--- config.mk ---
export PLATFORM = sky130hd
export DESIGN_NAME = bp_be_dcache_wbuf_queue
export DESIGN_NICKNAME = d
export VERILOG_FILES = /design/src/rtl/bp_be_dcache_wbuf_queue.sv
export SDC_FILE = /design/constraint.sdc
export NUM_CORES = 1
export LEC_CHECK = 0
export BUFFER_PORTS_ARGS = -buffer_cell sky130_fd_sc_hd__buf_2
export CAP_MARGIN = 20
export CORE_MARGIN = 3
export CORE_UTILIZATION = 45
export CTS_BUF_LIST = sky130_fd_sc_hd__clkbuf_2 sky130_fd_sc_hd__clkbuf_4 sky130_fd_sc_hd__clkbuf_8
export DETAILED_ROUTE_END_ITERATION = 16
export PLACE_DENSITY = 0.66
export SLEW_MARGIN = 40
export SYNTH_ARGS = -nofsm -noshare
export SYNTH_HDL_FRONTEND = slang
export SYNTH_SLANG_ARGS = --single-unit
export TNS_END_PERCENT = 10
--- constraint.sdc ---
create_clock -name clk_i -period 3.95 [get_ports clk_i]
set_input_delay 0.79 -clock clk_i [delete_from_list [all_inputs] [get_ports clk_i]]
set_output_delay 0.79 -clock clk_i [all_outputs]
set_load 0.01 [all_outputs]
--- src/rtl/bp_be_dcache_wbuf_queue.sv ---
// Store write buffer: circular FIFO with youngest-entry write coalescing and load bypass.
// Latency 1: an accepted entry appears on v_o/bypass the cycle after the enqueue edge.
// Backpressure: ready_o drops when full unless the store merges into the youngest entry.
module bp_be_dcache_wbuf_queue #(
    parameter int data_width_p  = 64,
    parameter int paddr_width_p = 22,
    parameter int ways_p        = 8,
    parameter int depth_p       = 4,
    parameter int merge_p       = 1,
    localparam int mask_width_lp = data_width_p / 8,
    localparam int way_width_lp  = $clog2(ways_p),
    localparam int ptr_width_lp  = $clog2(depth_p),
    localparam int offset_lp     = $clog2(mask_width_lp)
) (
    input  logic                      clk_i,
    input  logic                      reset_n_i,
    input  logic                      v_i,
    input  logic [paddr_width_p-1:0]  addr_i,
    input  logic [data_width_p-1:0]   data_i,
    input  logic [mask_width_lp-1:0]  mask_i,
    input  logic [way_width_lp-1:0]   way_id_i,
    output logic                      ready_o,
    output logic                      v_o,
    output logic [paddr_width_p-1:0]  addr_o,
    output logic [data_width_p-1:0]   data_o,
    output logic [mask_width_lp-1:0]  mask_o,
    output logic [way_width_lp-1:0]   way_id_o,
    input  logic                      yumi_i,
    output logic [ptr_width_lp:0]     count_o,
    input  logic                      bypass_v_i,
    input  logic [paddr_width_p-1:0]  bypass_addr_i,
    output logic [data_width_p-1:0]   bypass_data_o,
    output logic [mask_width_lp-1:0]  bypass_mask_o
);

    localparam logic [ptr_width_lp-1:0] ptr_one   = ptr_width_lp'(1);
    localparam logic [ptr_width_lp:0]   count_one = (ptr_width_lp+1)'(1);
    localparam logic [ptr_width_lp:0]   depth_lp  = (ptr_width_lp+1)'(depth_p);

    logic [paddr_width_p-1:0] addr_r [depth_p];
    logic [data_width_p-1:0]  data_r [depth_p];
    logic [mask_width_lp-1:0] mask_r [depth_p];
    logic [way_width_lp-1:0]  way_r  [depth_p];

    logic [ptr_width_lp-1:0] head_r, tail_r, young_idx;
    logic [ptr_width_lp:0]   count_r, count_next;
    logic                    young_match, merge_hit, enq, enq_alloc, enq_merge, deq;
    logic [data_width_p-1:0] merge_data;

    assign young_idx   = tail_r - ptr_one;
    assign young_match = addr_r[young_idx][paddr_width_p-1:offset_lp] == addr_i[paddr_width_p-1:offset_lp];
    // A lone entry leaving this cycle cannot absorb a store; it would be lost with the dequeue.
    assign merge_hit   = (merge_p != 0) && (count_r != '0) && young_match
                         && !((count_r == count_one) && yumi_i);

    assign ready_o   = (count_r < depth_lp) | merge_hit;
    assign enq       = v_i & ready_o;
    assign enq_merge = enq & merge_hit;
    assign enq_alloc = enq & ~merge_hit;
    assign v_o       = (count_r != '0);
    assign deq       = yumi_i & v_o;

    assign addr_o   = addr_r[head_r];
    assign data_o   = data_r[head_r];
    assign mask_o   = mask_r[head_r];
    assign way_id_o = way_r[head_r];
    assign count_o  = count_r;

    always_comb begin
        merge_data = data_r[young_idx];
        for (int b = 0; b < mask_width_lp; b++) begin
            if (mask_i[b]) merge_data[b*8 +: 8] = data_i[b*8 +: 8];
        end
    end

    always_comb begin
        count_next = count_r;
        case ({enq_alloc, deq})
            2'b10:   count_next = count_r + count_one;
            2'b01:   count_next = count_r - count_one;
            default: count_next = count_r;
        endcase
    end

    always_ff @(posedge clk_i) begin
        if (!reset_n_i) begin
            head_r  <= '0;
            tail_r  <= '0;
            count_r <= '0;
            for (int i = 0; i < depth_p; i++) begin
                addr_r[i] <= '0;
                data_r[i] <= '0;
                mask_r[i] <= '0;
                way_r[i]  <= '0;
            end
        end else begin
            if (enq_alloc) begin
                addr_r[tail_r] <= addr_i;
                data_r[tail_r] <= data_i;
                mask_r[tail_r] <= mask_i;
                way_r[tail_r]  <= way_id_i;
                tail_r         <= tail_r + ptr_one;
            end else if (enq_merge) begin
                data_r[young_idx] <= merge_data;
                mask_r[young_idx] <= mask_r[young_idx] | mask_i;
                way_r[young_idx]  <= way_id_i;
            end
            if (deq) head_r <= head_r + ptr_one;
            count_r <= count_next;
        end
    end

    logic [ptr_width_lp-1:0] byp_idx;

    // Walk oldest to youngest so younger bytes overwrite older ones.
    always_comb begin
        bypass_data_o = '0;
        bypass_mask_o = '0;
        byp_idx       = '0;
        if (bypass_v_i) begin
            for (int i = 0; i < depth_p; i++) begin
                byp_idx = head_r + ptr_width_lp'(i);
                if (((ptr_width_lp+1)'(i) < count_r)
                    && (addr_r[byp_idx][paddr_width_p-1:offset_lp] == bypass_addr_i[paddr_width_p-1:offset_lp])) begin
                    for (int b = 0; b < mask_width_lp; b++) begin
                        if (mask_r[byp_idx][b]) begin
                            bypass_data_o[b*8 +: 8] = data_r[byp_idx][b*8 +: 8];
                            bypass_mask_o[b]        = 1'b1;
                        end
                    end
                end
            end
        end
    end

endmodule

### After elaboration in Yosys (flattened, before gate mapping)

Memories as Yosys holds them, arrays and structs flattened. A register that Yosys moved wholly into a read port is not among the register bits.
Cells that the tools add are included.
W data, S select, Z words.

* memories: 4
* output and inout port bits: 174
* bits of input ports: 124
* flip-flop bits (word level): 7
* word-level logic and storage cells: 187
* bits in writable memories: 388

* bitwise logic cells: 7
* reductions and logical operators: 25
* muxes and demuxes: 120
* equal/unequal tests: 16
* add/sub/neg operators: 7
* order comparisons: 5

Memories
* data_r: depth 4, width 64, read ports 4, clocked after Yosys merged registers in 1, wr ports 4, RTL line 41 `logic [data_width_p-1:0] data_r [depth_p];`
* addr_r: depth 4, width 22, read ports 5, clocked after Yosys merged registers in 1, wr ports 4, RTL line 40 `logic [paddr_width_p-1:0] addr_r [depth_p];`
* mask_r: depth 4, width 8, read ports 5, clocked after Yosys merged registers in 1, wr ports 4, RTL line 42 `logic [mask_width_lp-1:0] mask_r [depth_p];`
* way_r: depth 4, width 3, read ports 1, clocked after Yosys merged registers in 1, wr ports 4, RTL line 43 `logic [way_width_lp-1:0] way_r [depth_p];`

Operator list (count)
* $mux W64: 7
* $mux W8: 48
* $reduce_or A64 Y1: 2
* $eq A19 B19 Y1: 5
* $mux W1: 46
* $mux W2: 15
* $mux W22: 1
* $reduce_or A22 Y1: 1
* $reduce_and A2 Y1: 8
* $reduce_or A8 Y1: 2
* $ne A1 B1 Y1 const B: 8
* $or A8 B8 Y8: 1
* $logic_and A1 B1 Y1: 7
* $lt A1 B3 Y1 const A: 2
* $lt A2 B3 Y1 const A: 2
* $mux W3: 2
* $pmux W3 S2: 1
* $reduce_or A3 Y1: 2
* $add A2 B1 Y2 const B: 2
* $add A2 B2 Y2 const B: 2
* $and A1 B1 Y1: 4
* $add A3 B1 Y3 const B: 1
* $eq A3 B1 Y1 const B: 1
* $lt A3 B3 Y1 const B: 1
* 9 further kinds: 9

### Logic depth before layout (Yosys ltp)

An unclocked memory read counts as a cell.

* word-level depth: 15
* gate-level depth with buffers: 16
* mapped depth without buffers: 10

### Worst setup path before layout

No wires, ideal clock.

* path kind: register -> register
* start: register tail_r[1]
* end: memory addr_r[1][0], enable pin
* data required time: 3.518 ns
* clock period less this slack: 4.157 ns
* arrival: 3.725 ns
* setup time: 0.432 ns
* path slack: -0.207 ns
* cell stages (with the launch flop): 10
* path buffers: 3
* cell sequence: dfxtp_1 buf_2 buf_2 mux4_2 xnor2_1 nand4_1 nor3_1 a211o_1 buf_2 o21ai_0

RTL lines
* start: declaration: RTL line 45 `logic [ptr_width_lp-1:0] head_r, tail_r, young_idx;`
* start signal: assignment: RTL line 102 `tail_r <= tail_r + ptr_one;`
* end: declaration: RTL line 40

### Worst setup path in the final report

* start: register head_r[0]
* end: output bypass_data_o[62]

* cells in the longest elaborated chain, start to end: 10
* elaborated cells on any way between the ends: 19
* those cells by class: 3 x add/sub; 3 x eq/ne; 7 x mux; 3 x reduce/logical; 3 x memory

RTL lines
* start: declaration: RTL line 45
* start signal: assignment: RTL line 108 `if (deq) head_r <= head_r + ptr_one;`
* $add A2 B1 Y2: RTL line 122 `byp_idx = head_r + ptr_width_lp'(i);`
* $mem_v2 Z4 W22
* $eq A19 B19 Y1: RTL line 124 `&& (addr_r[byp_idx][paddr_width_p-1:offset_lp] == bypass_addr_i[paddr_width_p-1:offset_lp])) begin`
* $logic_and A1 B1 Y1: RTL line 124
* $mux W64: RTL line 123 `if (((ptr_width_lp+1)'(i) < count_r)`
* $mux W8: RTL line 126 `if (mask_r[byp_idx][b]) begin`
* $mux W64: RTL line 123
* $mux W8: RTL line 126
* $mux W64 *: RTL line 123
* $mux W64 *: RTL line 120 `if (bypass_v_i) begin`
* end: declaration: RTL line 32 `output logic [data_width_p-1:0] bypass_data_o,`

Mark *: on every way between the ends. The rest lies on a longest branch, timed or not.

==> impl_results.md <==
* Status: finished with violations
* Failing checks: setup timing
* IO Count at 298
* Reg clk slew, reported paths at 0.06 ns
* Yosys warns at 0
* Synthesized Nets at 2,535
* Pwr dens at 491.6 mW/mm2
* Hold crit path type: input pin to register
* Routed via count at 25,030
* Synthesis-to-finish area growth at 28.45%
* TritonRoute pass-1 iters at 5
* Post-Route Setup TNS at -64.54 ns
* Prevailing post-synth register cell: edfxtp_1
* DP Worst Slack at -0.5816 ns
* Met3 usage at 0.06624
* Worst setup margin at -1.030 ns
* Final Util at 0.5861
* Simple-Gate Fraction of Synth Area at 0.1555
* Setup violations, final at 73
* EDFF count, synth at 388
* First-pass GRT wire length at about 150 mm
* Largest net degree at the start of global routing at about 180
* Wirelength per Cell at 25.79 um
* FILL cells at ~5,100
* Die X at 259.4 um
* Slew @ Worst Pin at 0.8512 ns
* Largest cells by area after synthesis: edfxtp_1 40%, mux4_2 20%, and3_1 5.1%
* CTS Buffer Depth at 3
* Synth area leader: edfxtp_1
* CP Data Arrival Time at 4.19 ns
* Slew headroom at 0.4305
* Final worst-path cycle share at 1.261
* Max_cap viols at 0
* Core Region at 0.06331 mm2
* Crit. End Element: primary output
* M1 GR Usage at 0.3714
* Netlist cell types at 93
* Die Y at 259.4 um
* Post-synth top cells: 388 x edfxtp_1, 261 x mux4_2, 235 x and3_1
* Total GRT Usage at 0.2994
* Placed Cells at 3,788
* Num rows at 92
* Peak Freq at 0.2008 GHz
* Clk_lat worst skew at 0.68 ns
* Ys async rst share at 0
* Min Tclk post-route at 4.980 ns
* Critical path class: register to primary output
* Worst vdd rail ir drop at 0.0004910 V
* Total CTS buffers at a little over 70
* Layout cell share with drive strength beyond 1 at 0.4412
* Synth Area in Compound Gates at 0.08870
* CTS Root Cell: clkbuf_8
* Vias in the first global route at 25,650
* Nets at 3,185
* GR Overflow Total at 0
* Post-synthesis mux area share at 0.2723
* Met2 global-route usage at 0.4991
* Synth Instances at about 2,400
* CP required at 3.16 ns
* H-tree depth at 3
* Mapped cell area at 0.02889 mm2
* Overall die area at 0.06727 mm2
* Post-synthesis adder-cell area fraction at 0.002166
* CTS Hold Buffers Added at 0
* Starting DRT DRC Count at approximately 2,600
* Setup skew after layout at 0.04283 ns
* Synth Area in XOR/XNOR at 0.02880
* Hpwl dp at 73.41 mm
* Initial antenna violation count at 11
* Main combinational cell family by area after synthesis: multiplexers
* Top-area cell type share of the netlist area at 0.4033
* Final count of hold timing violations at 0
* Most frequent cell after synthesis: edfxtp_1
* Via density at 6.312
* Port bufs at 294
* Crit-path max FO at 8
* CTS tree: done
* Avg Cell Area, Syn at about 12 um2
* Clock sinks at a little under 400
* Seq/Total Area, Yosys at 0.4096
* Synthesized flop and latch total at 397
* Non-Filler Instances at 3,965
* Critical path startpoint category: register
* Most Used Layer, Global Route: met2
* Placer congestion estimate at 0.9494
* Final wirelength at between 100 and 150 mm
* DRC Markers at 0
* Routed Antenna Nets at 0
* Initial Utilization at 0.4563
* Final Max Slew Viols at 0
* RSZ-0062 raised after global routing: yes
* P_leak at 14.79 nW
metal layers:
layer | routed length, um | vias up
met5 | 41 | -
li1 | - | 10830
met1 | 37460 | 12410
met3 | 10270 | 347
met4 | 5106 | 6
met2 | 49380 | 1441
repair_timing:
action / CTS / global route
buffers inserted: 33 / 7
pin swaps: 46 / 19
resized for setup: 144 / 65
endpoints found under the setup margin: 107 / 76
gates cloned: 3 / 0
critical path, stage by stage, from the launching register on:
cell	delay, ns
dfxtp_4	0.38
buf_12	0.14
buf_12	0.12
mux2_4	0.30
a222oi_1	0.42
nand4_1	0.24
a21boi_2	0.23
buf_4	0.15
nand4_4	0.14
buf_8	0.22
or2_1	0.24
buf_6	0.15
mux2_2	0.26
a221o_1	0.36
buf_2	0.16
cells in the final DEF, fill, tap and decap left out, types with 59 or more instances in the layout:
cell type	n
a21oi_1	61
nand2_1	125
mux2i_1	113
edfxtp_1	388
buf_2	281
nor2_1	127
xnor2_1	59
and2_1	135
o21ai_0	85
buf_4	433
mux4_2	261
clkbuf_8	75
and3_1	232
final cells by class:
class	count	area (um2)	area share
clock buffer	89	1137	0.03065
timing repair buffer	796	5969	0.1609
tap	846	1059	0.02853
sequential	397	11850	0.3194
inverter	49	183.9	0.004957
clock inverter	39	302.8	0.008160
multi-input combinational	1740	16580	0.4468
antenna	9	22.52	0.0006069
cell families after synthesis:
group,Yosys count
compound gates,372
xor+xnor,95
fa+ha+maj,5
buf+inv,269
flops,397
mux,451
simple gates,817
metrics by stage:
step,hold WS [ns],instance area [um2],total power [mW]
global route,0.4067,37100,19.03
CTS,0.3626,36690,18.03
floorplan,0.6433,28890,10.68
detailed placement,0.7354,34250,13.60
finish,0.4081,37110,18.24
global placement,0.7168,34240,13.40
sequential cells by signal, summed over array words and instances, names as in the netlist, named ones only:
signal	count
way_r	12
addr_r	88
data_r	256
mask_r	32
tail_r	2
head_r	2
count_o	3
worst paths after layout:
check,start,cells after the start,endpoint,slack (ns)
min,data_i[44],2,data_r[3][44],0.41
max reg2reg,tail_r[1],12,data_r[1][21],0.18
min reg2reg,count_o[1],4,count_o[1],0.76
max,head_r[0],14,bypass_data_o[62],-1.03
where the power goes:
group          switching [mW]  total, mW  internal (mW)
Clock                    1.84       4.01           2.17
Combinational            4.49       8.77           4.27
Sequential              0.356       5.46           5.10
Total                    6.70       18.2           11.5
Power figures use the tool's default switching activity.
